===== config.mk =====
export PLATFORM = sky130hd
export DESIGN_NAME = button_conditioner
export DESIGN_NICKNAME = d
export VERILOG_FILES = /design/src/rtl/button_pkg.sv /design/src/rtl/btn_channel.sv /design/src/rtl/button_conditioner.sv
export SDC_FILE = /design/constraint.sdc
export NUM_CORES = 1
export LEC_CHECK = 0
export CAP_MARGIN = 20
export CORE_ASPECT_RATIO = 1.4
export CORE_MARGIN = 2
export CORE_UTILIZATION = 60
export DETAILED_ROUTE_END_ITERATION = 8
export HOLD_SLACK_MARGIN = 0.1
export PLACE_DENSITY = 0.81
export SLEW_MARGIN = 20
export SYNTH_ARGS = -nofsm -noshare
export SYNTH_HDL_FRONTEND = slang
export SYNTH_SLANG_ARGS = --single-unit

===== constraint.sdc =====
create_clock -name clk -period 3.25 [get_ports clk]
set_input_delay 0.4875 -clock clk [delete_from_list [all_inputs] [get_ports clk]]
set_output_delay 0.4875 -clock clk [all_outputs]
set_load 0.005 [all_outputs]

===== src/rtl/button_pkg.sv =====
// Shared types and sizing helpers for the push-button front end.
package button_pkg;

  typedef enum logic [1:0] {
    IDLE   = 2'd0,
    DELAY  = 2'd1,
    REPEAT = 2'd2
  } rpt_state_e;

  function automatic int cnt_width(input int n);
    return (n < 1) ? 1 : $clog2(n + 1);
  endfunction

endpackage


===== src/rtl/btn_channel.sv =====
// One button channel: synchroniser, stable-count debounce, hold-to-repeat.
module btn_channel
  import button_pkg::*;
#(
  parameter int SYNC_STAGES     = 2,
  parameter int DEBOUNCE_CYCLES = 50000,
  parameter int REPEAT_DELAY    = 12500000,
  parameter int REPEAT_PERIOD   = 2500000
) (
  input  logic clk,
  input  logic reset,
  input  logic btn_in,
  input  logic repeat_en,
  output logic btn_level,
  output logic btn_press,
  output logic btn_release,
  output logic btn_repeat
);

  localparam int DW = cnt_width(DEBOUNCE_CYCLES);
  localparam int RMAX = (REPEAT_DELAY > REPEAT_PERIOD)
                      ? REPEAT_DELAY : REPEAT_PERIOD;
  localparam int RW = cnt_width(RMAX);

  localparam logic [DW-1:0] D_LAST  = DW'(DEBOUNCE_CYCLES - 1);
  localparam logic [DW-1:0] D_ONE   = DW'(1);
  localparam logic [RW-1:0] R_DLAST = RW'(REPEAT_DELAY - 1);
  localparam logic [RW-1:0] R_PLAST = RW'(REPEAT_PERIOD - 1);
  localparam logic [RW-1:0] R_ONE   = RW'(1);

  logic [SYNC_STAGES-1:0] sync_q, sync_d;
  logic [DW-1:0]          dcnt_q, dcnt_d;
  logic                   level_q, level_d;
  logic                   press_q, press_d;
  logic                   release_q, release_d;
  rpt_state_e             state_q, state_d;
  logic [RW-1:0]          rcnt_q, rcnt_d;
  logic                   repeat_q, repeat_d;
  logic                   sync;

  assign sync = sync_q[SYNC_STAGES-1];

  always_comb begin
    sync_d    = {sync_q[SYNC_STAGES-2:0], btn_in};
    dcnt_d    = '0;
    level_d   = level_q;
    press_d   = 1'b0;
    release_d = 1'b0;
    if (sync != level_q) begin
      if (dcnt_q == D_LAST) begin
        level_d   = sync;
        press_d   = sync;
        release_d = ~sync;
      end else begin
        dcnt_d = dcnt_q + D_ONE;
      end
    end
  end

  // A release always wins over a repeat expiring in the same cycle
  always_comb begin
    state_d  = state_q;
    rcnt_d   = rcnt_q;
    repeat_d = 1'b0;
    unique case (state_q)
      IDLE: begin
        if (press_d) begin
          state_d = DELAY;
          rcnt_d  = '0;
        end
      end
      DELAY: begin
        if (release_d) begin
          state_d = IDLE;
          rcnt_d  = '0;
        end else if (rcnt_q == R_DLAST) begin
          state_d  = REPEAT;
          rcnt_d   = '0;
          repeat_d = repeat_en;
        end else begin
          rcnt_d = rcnt_q + R_ONE;
        end
      end
      REPEAT: begin
        if (release_d) begin
          state_d = IDLE;
          rcnt_d  = '0;
        end else if (rcnt_q == R_PLAST) begin
          rcnt_d   = '0;
          repeat_d = repeat_en;
        end else begin
          rcnt_d = rcnt_q + R_ONE;
        end
      end
      default: begin
        state_d = IDLE;
        rcnt_d  = '0;
      end
    endcase
  end

  always_ff @(posedge clk or negedge reset) begin
    if (!reset) begin
      sync_q    <= '0;
      dcnt_q    <= '0;
      level_q   <= 1'b0;
      press_q   <= 1'b0;
      release_q <= 1'b0;
      state_q   <= IDLE;
      rcnt_q    <= '0;
      repeat_q  <= 1'b0;
    end else begin
      sync_q    <= sync_d;
      dcnt_q    <= dcnt_d;
      level_q   <= level_d;
      press_q   <= press_d;
      release_q <= release_d;
      state_q   <= state_d;
      rcnt_q    <= rcnt_d;
      repeat_q  <= repeat_d;
    end
  end

  assign btn_level   = level_q;
  assign btn_press   = press_q;
  assign btn_release = release_q;
  assign btn_repeat  = repeat_q;

endmodule


===== src/rtl/button_conditioner.sv =====
// Multi-channel button front end: N_CH independent conditioned channels.
module button_conditioner
  import button_pkg::*;
#(
  parameter int N_CH            = 2,
  parameter int SYNC_STAGES     = 2,
  parameter int DEBOUNCE_CYCLES = 50000,
  parameter int REPEAT_DELAY    = 12500000,
  parameter int REPEAT_PERIOD   = 2500000
) (
  input  logic            clk,
  input  logic            reset,
  input  logic [N_CH-1:0] btn_in,
  input  logic [N_CH-1:0] repeat_en,
  output logic [N_CH-1:0] btn_level,
  output logic [N_CH-1:0] btn_press,
  output logic [N_CH-1:0] btn_release,
  output logic [N_CH-1:0] btn_repeat
);

  for (genvar i = 0; i < N_CH; i++) begin : g_ch
    btn_channel #(
      .SYNC_STAGES    (SYNC_STAGES),
      .DEBOUNCE_CYCLES(DEBOUNCE_CYCLES),
      .REPEAT_DELAY   (REPEAT_DELAY),
      .REPEAT_PERIOD  (REPEAT_PERIOD)
    ) u_ch (
      .clk        (clk),
      .reset      (reset),
      .btn_in     (btn_in[i]),
      .repeat_en  (repeat_en[i]),
      .btn_level  (btn_level[i]),
      .btn_press  (btn_press[i]),
      .btn_release(btn_release[i]),
      .btn_repeat (btn_repeat[i])
    );
  end

endmodule

==> out/qor.txt, run 1 <==
Status - complete, no violations
Worst Path Buf+Inv - 0
GRT Util Overall - 24.9%
Relative slew slack - 53.8%
Critical path capture point type - flop
Cells after DPL - 640
Final number of hold-violating endpoints - 0
Primary FF master, synth - dfrtp_1
Final setup violation count - 0
CP Max Fanout - 14
FFs w/ async S/R, synth - 100%
Num CTS Buffers - 9
Setup TNS - 0 ps
Post-CTS Resized - 0
Skew final - 9.04 ps
Place WS - 434 ps
Fill cells - 628
Placement-stage cell area - 5300 sq um
First drt pass iteration count - 5
First-pass GRT wire length - 18300 um
Final slew viol count - 0
Ranking of synthesized cells by area - dfrtp_1, nor2_1, nand3_1
Synth top area share - 46.8%
Count of cell types in the netlist - 57
WP data arrival - 2980 ps
Vias per cell - 6.22
Worst vdd ir - 308 uV
Pleak - 2.34 nW
Max Cap Viol - 0
DRC errors left - 0
Row cnt - 39
Clk slew on worst S/H paths - 70 ps
Cell area after layout - 5630 sq um
Largest net degree at the start of global routing - 55
Layout cells sized above 1 - 6.50%
Worst Hold Class - in -> async
Hold slack - 172 ps
Post-CTS setup repair buffer count - 0
CTS tree - yes
Area leader, netlist - dfrtp_1
Final worst slack - 487 ps
Worst path max stage delay - 690 ps
Area growth, synth to finish - 9.55%
H-tree level count - 3
Antenna-violating nets left - 0
Post-route clock period utilization - 85.0%
Commonest cells post-synth - dfrtp_1, nor2_1, nand2_1
Top-count cell post-synth - dfrtp_1
Core ar. - 8250 sq um
Critical-path top delay cell - or4_1
PortBufs - 13
Crit path max-delay family - simple AND/OR/NAND/NOR gates
Crit path launch type - flop
Initial core utilization - 62.3%
CTS Sinks - 96
Crit path required time - 3470 ps
CTS max path bufs - 2
Post-detail-place hpwl - 7260 um
Critical setup path kind - reg -> reg
Mapped Avg Cell Area - 9.42 sq um
Synthesized Nets - 561
PwrDens - 430 nW/um^2
RSZ-0062 raised after global routing - no
Seq cells post-synth - 96
Final Routed Wirelength - 10600 um
Final non-filler cell total - 656
Cell area after synthesis - 5140 sq um
Worst skew pair latency - 340 ps
Gate Count Post-Synth - 545
Critical path, cell by cell - or4b_1, or4_1, o21ai_4, nand2_2, o311ai_0
Vias in the first global route - 4027
Initial drt markers - 285
Initial antenna violation count - 0
Min Tclk post-route - 2760 ps
GP Congestion - 0.896
Die Span Y - 113 um
Boundary Pins - 14
Number of synthesized flops with an enable pin - 0
Cts hold-fix bufs - 0
Max Freq - 362 MHz
Number of synthesis warnings - 0
Die area - 9330 sq um
N_diodes - 0
Drt wl/cell - 16.1 um
Overflow after GRT - 0
Via count - 4083
Sequential share of the synthesized area - 46.8%
Actual slew at the worst max-slew pin - 694 ps
DIE WIDTH - 82.2 um
Nets@finish - 565
Root Buffer - clkbuf_16
-- kinds of logic after synthesis --
| group | count (synthesis) | share of synthesized area (%) |
|---|---|---|
| adders and majority gates | 10 | 2.44 |
| muxes | 3 | 0.633 |
| AOI/OAI and AO/OA | 73 | 10.5 |
| buffers and inverters | 43 | 3.92 |
| xor gates and xnor gates | 45 | 7.67 |
| DFF | 96 | 46.8 |
| and+or+nand+nor | 275 | 28.0 |
-- worst paths after layout --
kind,cells past startpoint,from,slack [ps],end
hold / removal,1,reset,170,g_ch[1].u_ch.dcnt_q[14]
setup / recovery,5,g_ch[0].u_ch.dcnt_q[7],490,g_ch[0].u_ch.rcnt_q[7]
hold reg to reg,0,g_ch[0].u_ch.sync_q[0],360,g_ch[0].u_ch.sync_q[1]
min in group clk,0,g_ch[0].u_ch.sync_q[0],360,g_ch[0].u_ch.sync_q[1]
max in group asynchronous,2,reset,2300,g_ch[0].u_ch.rcnt_q[23]
setup reg to reg,5,g_ch[0].u_ch.dcnt_q[7],490,g_ch[0].u_ch.rcnt_q[7]
-- layout by cell type, fill, tap and decap left out, types with 6 or more instances in the layout --
| master | n |
|---|---|
| dfrtp_1 | 96 |
| clkdlybuf4s50_1 | 12 |
| o311ai_0 | 6 |
| and3_1 | 13 |
| nor2_1 | 73 |
| a21o_1 | 7 |
| nor3_1 | 11 |
| o31ai_1 | 6 |
| and4_1 | 9 |
| clkbuf_16 | 9 |
| a21oi_1 | 10 |
| ha_1 | 10 |
| nand3_1 | 46 |
| inv_1 | 17 |
| o21ai_0 | 17 |
| nand4_1 | 22 |
| or4_1 | 7 |
| xnor2_1 | 20 |
| nand2_1 | 52 |
| xor2_1 | 25 |
| buf_4 | 7 |
-- power breakdown --
group / internal, mW / total [mW] / switching [mW]
Combinational: 0.0138 / 0.0498 / 0.0360
Sequential: 1.20 / 1.21 / 0.00840
Clock: 0.701 / 1.16 / 0.459
Total: 1.92 / 2.42 / 0.504
-- registers in the layout, summed over array words and instances (netlist names) --
| signal | flops |
|---|---|
| g_ch.u_ch.rcnt_q | 48 |
| g_ch.u_ch.dcnt_q | 32 |
| g_ch.u_ch.sync_q | 4 |
| g_ch.u_ch.btn_press | 2 |
| g_ch.u_ch.btn_level | 2 |
| g_ch.u_ch.btn_release | 2 |
| g_ch.u_ch.btn_repeat | 2 |
| g_ch.u_ch.state_q | 4 |
-- through the flow --
step                      total power [mW]  utilization, %
after floorplan                       1.25               -
after global placement                1.28            64.3
after detailed placement              1.29            64.3
after CTS                             2.45            68.2
after global routing                  2.51            68.2
final                                 2.42            68.2
-- layout make-up --
cell class,count,area [sq um],share of cell area [%]
clock buffers,11,243,4.31
clock inverters,5,85.1,1.51
inverters,17,63.8,1.13
multi-input cells,406,2530,45.0
flip-flops and latches,96,2400,42.7
well taps,102,128,2.27
repair buffers,19,173,3.07
-- worst register-to-register path, cell delays in order, from the launching register on --
cell and delay (ps):
dfrtp_1 430, or4b_1 530, or4_1 690, o21ai_4 290, nand2_2 260, o311ai_0 440
-- metal layers --
| layer | part of all wire, % | global-route usage (%) |
|---|---|---|
| met3 | 3.2 | 4.35 |
| met1 | 41 | 30.8 |
| met2 | 53 | 42.3 |
| met5 | 0 | 0 |
| met4 | 2.3 | 9.78 |
(Power assumes the default switching activity.)
==> run 2, diff against run 1 <==
- CORE_UTILIZATION: 60 -> 62
- PLACE_DENSITY: 0.81 -> 0.83
- SLEW_MARGIN: 20 -> unset
==> run 2 against run 1 <==
First-iteration DRC count decreased by 0.70%. Setup slack improved by 40 ps. Routed wire length about the same. Power decreased by 3.5%.
==> out/qor.txt, run 2 (synthesized netlist as in run 1, its figures left out) <==
Nets@finish - 565 (unchanged)
Reg with most FFs - g_ch.u_ch.rcnt_q (unchanged)
Initial core utilization - 63.4% (was 62.3%)
Min Tclk post-route - 2720 ps (was 2760 ps)
Via count - 4092 (was 4083)
Cell area after layout - 5600 sq um (was 5630 sq um)
Footprint of the multi-input gates - 2530 sq um (unchanged)
Crit path launch type - flop (unchanged)
Int Pwr - 1.82 mW (was 1.92 mW)
Post-route clock period utilization - 83.8% (was 85.0%)
Cts hold-fix bufs - 0 (unchanged)
CTS tree - yes (unchanged)
Post-CTS Resized - 0 (unchanged)
Initial antenna violation count - 0 (unchanged)
Drt wl/cell - 16.1 um (about the same)
Biggest regs - g_ch.u_ch.rcnt_q x48, g_ch.u_ch.dcnt_q x32 (unchanged)
Largest net degree at the start of global routing - 58 (was 55)
Reg2reg path depth - 5 (unchanged)
Placement-stage cell area - 5300 sq um (unchanged)
Sw Pwr - 515 uW (was 504 uW)
Setup TNS - 0 ps (unchanged)
Post-CTS setup repair buffer count - 0 (unchanged)
Crit path max-delay family - simple AND/OR/NAND/NOR gates (unchanged)
Pleak - 2.33 nW (was 2.34 nW)
Reg power frac - 51.8% (was 50.0%)
Clock share of power - 46.1% (was 47.9%)
Max Cap Viol - 0 (unchanged)
Vias in the first global route - 4099 (was 4027)
Status - complete, no violations (unchanged)
GP Congestion - 0.864 (was 0.896)
WP data arrival - 2950 ps (was 2980 ps)
Fill cells - 615 (was 628)
Final setup violation count - 0 (unchanged)
PortBufs - 13 (unchanged)
Max Freq - 367 MHz (was 362 MHz)
Combinational power share - 2.1% (about the same)
H-tree level count - 3 (unchanged)
Post-detail-place hpwl - 7220 um (was 7260 um)
Relative slew slack - 52.5% (was 53.8%)
Skew final - 6.97 ps (was 9.04 ps)
RSZ-0062 raised after global routing - no (unchanged)
CP Max Fanout - 14 (unchanged)
Boundary Pins - 14 (unchanged)
Antenna-violating nets left - 0 (unchanged)
DRC errors left - 0 (unchanged)
Worst vdd ir - 354 uV (was 308 uV)
Final Power - 2.34 mW (was 2.42 mW)
Row cnt - 39 (unchanged)
Critical setup path kind - reg -> reg (unchanged)
N_diodes - 0 (unchanged)
Die area - 9040 sq um (was 9330 sq um)
Worst Path Buf+Inv - 0 (unchanged)
First drt pass iteration count - 5 (unchanged)
Critical path, cell by cell - or4b_1, or4_1, o21ai_4, nand2_2, o311ai_0 (unchanged)
Crit path required time - 3470 ps (about the same)
Initial drt markers - 283 (was 285)
Area growth, synth to finish - 9.09% (was 9.55%)
Worst skew pair latency - 350 ps (was 340 ps)
R2r startpoint - g_ch[0].u_ch.dcnt_q[7] (unchanged)
Commonest non-fill, non-tap cell in the layout - dfrtp_1 (unchanged)
Core ar. - 8100 sq um (was 8250 sq um)
Actual slew at the worst max-slew pin - 713 ps (was 694 ps)
PwrDens - 417 nW/um^2 (was 430 nW/um^2)
Critical path capture point type - flop (unchanged)
Overflow after GRT - 0 (unchanged)
Worst Hold Class - in -> async (unchanged)
Most frequent cells in the layout - dfrtp_1, nor2_1, nand2_1 (unchanged)
Clk slew on worst S/H paths - 70 ps (about the same)
Root Buffer - clkbuf_16 (unchanged)
Layout cells sized above 1 - 6.68% (was 6.50%)
Sw Share - 22.0% (was 20.8%)
Storage cell area - 2400 sq um (unchanged)
Reg2reg setup slack - 530 ps (was 490 ps)
First-pass GRT wire length - 18600 um (was 18300 um)
CTS max path bufs - 2 (unchanged)
Vias per cell - 6.24 (was 6.22)
Max reg flops - 48 (unchanged)
Worst r2r dst - g_ch[0].u_ch.rcnt_q[3] (was g_ch[0].u_ch.rcnt_q[7])
Final number of hold-violating endpoints - 0 (unchanged)
Critical-path top delay cell - or4_1 (unchanged)
CTS Sinks - 96 (unchanged)
Num CTS Buffers - 9 (unchanged)
Worst path max stage delay - 690 ps (about the same)
Final Routed Wirelength - 10600 um (about the same)
DIE WIDTH - 80.9 um (was 82.2 um)
Final slew viol count - 0 (unchanged)
GRT Util Overall - 25.8% (was 24.9%)
Die Span Y - 112 um (was 113 um)
==> run 2: cell type report <==
cell class                      instances  share of cell area (%)
Clock buffer                            9                    4.02
Clock inverter                          7                    1.41
Inverter                               17                    1.14
Multi-Input combinational cell        406                    45.2
Sequential cell                        96                    42.9
Tap cell                              102                    2.28
Timing Repair Buffer                   19                    3.08
==> run 2: layer usage <==
layer  GRT usage, %  wire [um]
met1           32.4       4400
met2           43.7       5630
met3           4.46        341
met4           10.3        201
met5              0          0
==> run 2: worst max-delay path by stage <==
stage,from,endpoint,slack [ps],cells past startpoint
floorplan,g_ch[0].u_ch.dcnt_q[7],g_ch[0].u_ch.rcnt_q[17],850,7
global placement,g_ch[0].u_ch.dcnt_q[7],g_ch[0].u_ch.rcnt_q[23],640,6
detailed placement,g_ch[0].u_ch.dcnt_q[7],g_ch[0].u_ch.rcnt_q[7],500,5
CTS,g_ch[0].u_ch.dcnt_q[7],g_ch[0].u_ch.rcnt_q[3],500,5
global route,g_ch[0].u_ch.dcnt_q[4],g_ch[0].u_ch.rcnt_q[3],360,5
finish,g_ch[0].u_ch.dcnt_q[7],g_ch[0].u_ch.rcnt_q[3],530,5
==> run 2: worst register-to-register path: stages (launching register included) <==
cell and delay (ps):
dfrtp_1 420, or4b_1 540, or4_1 690, o21ai_4 290, nand2_2 250, o311ai_0 410
==> run 2: metrics by stage <==
step / worst slack, ps / instances / hold WS [ps] / util, %
floorplan: 848 / 545 / 192 / -
global placement: 642 / 640 / 339 / 65.4
detailed placement: 502 / 640 / 349 / 65.4
CTS: 505 / 656 / 207 / 69.2
global route: 355 / 656 / 257 / 69.2
finish: 527 / 656 / 192 / 69.2
==> run 2: power groups by stage <==
stage / clock [mW] / sequential, mW / combinational, mW
6_report: 1.08 / 1.21 / 0.0500
5_1_grt: 1.15 / 1.21 / 0.0585
2_1_floorplan: 0 / 1.23 / 0.0168
3_5_place_dp: 0 / 1.23 / 0.0511
3_3_place_gp: 0 / 1.23 / 0.0501
4_1_cts: 1.10 / 1.21 / 0.0519
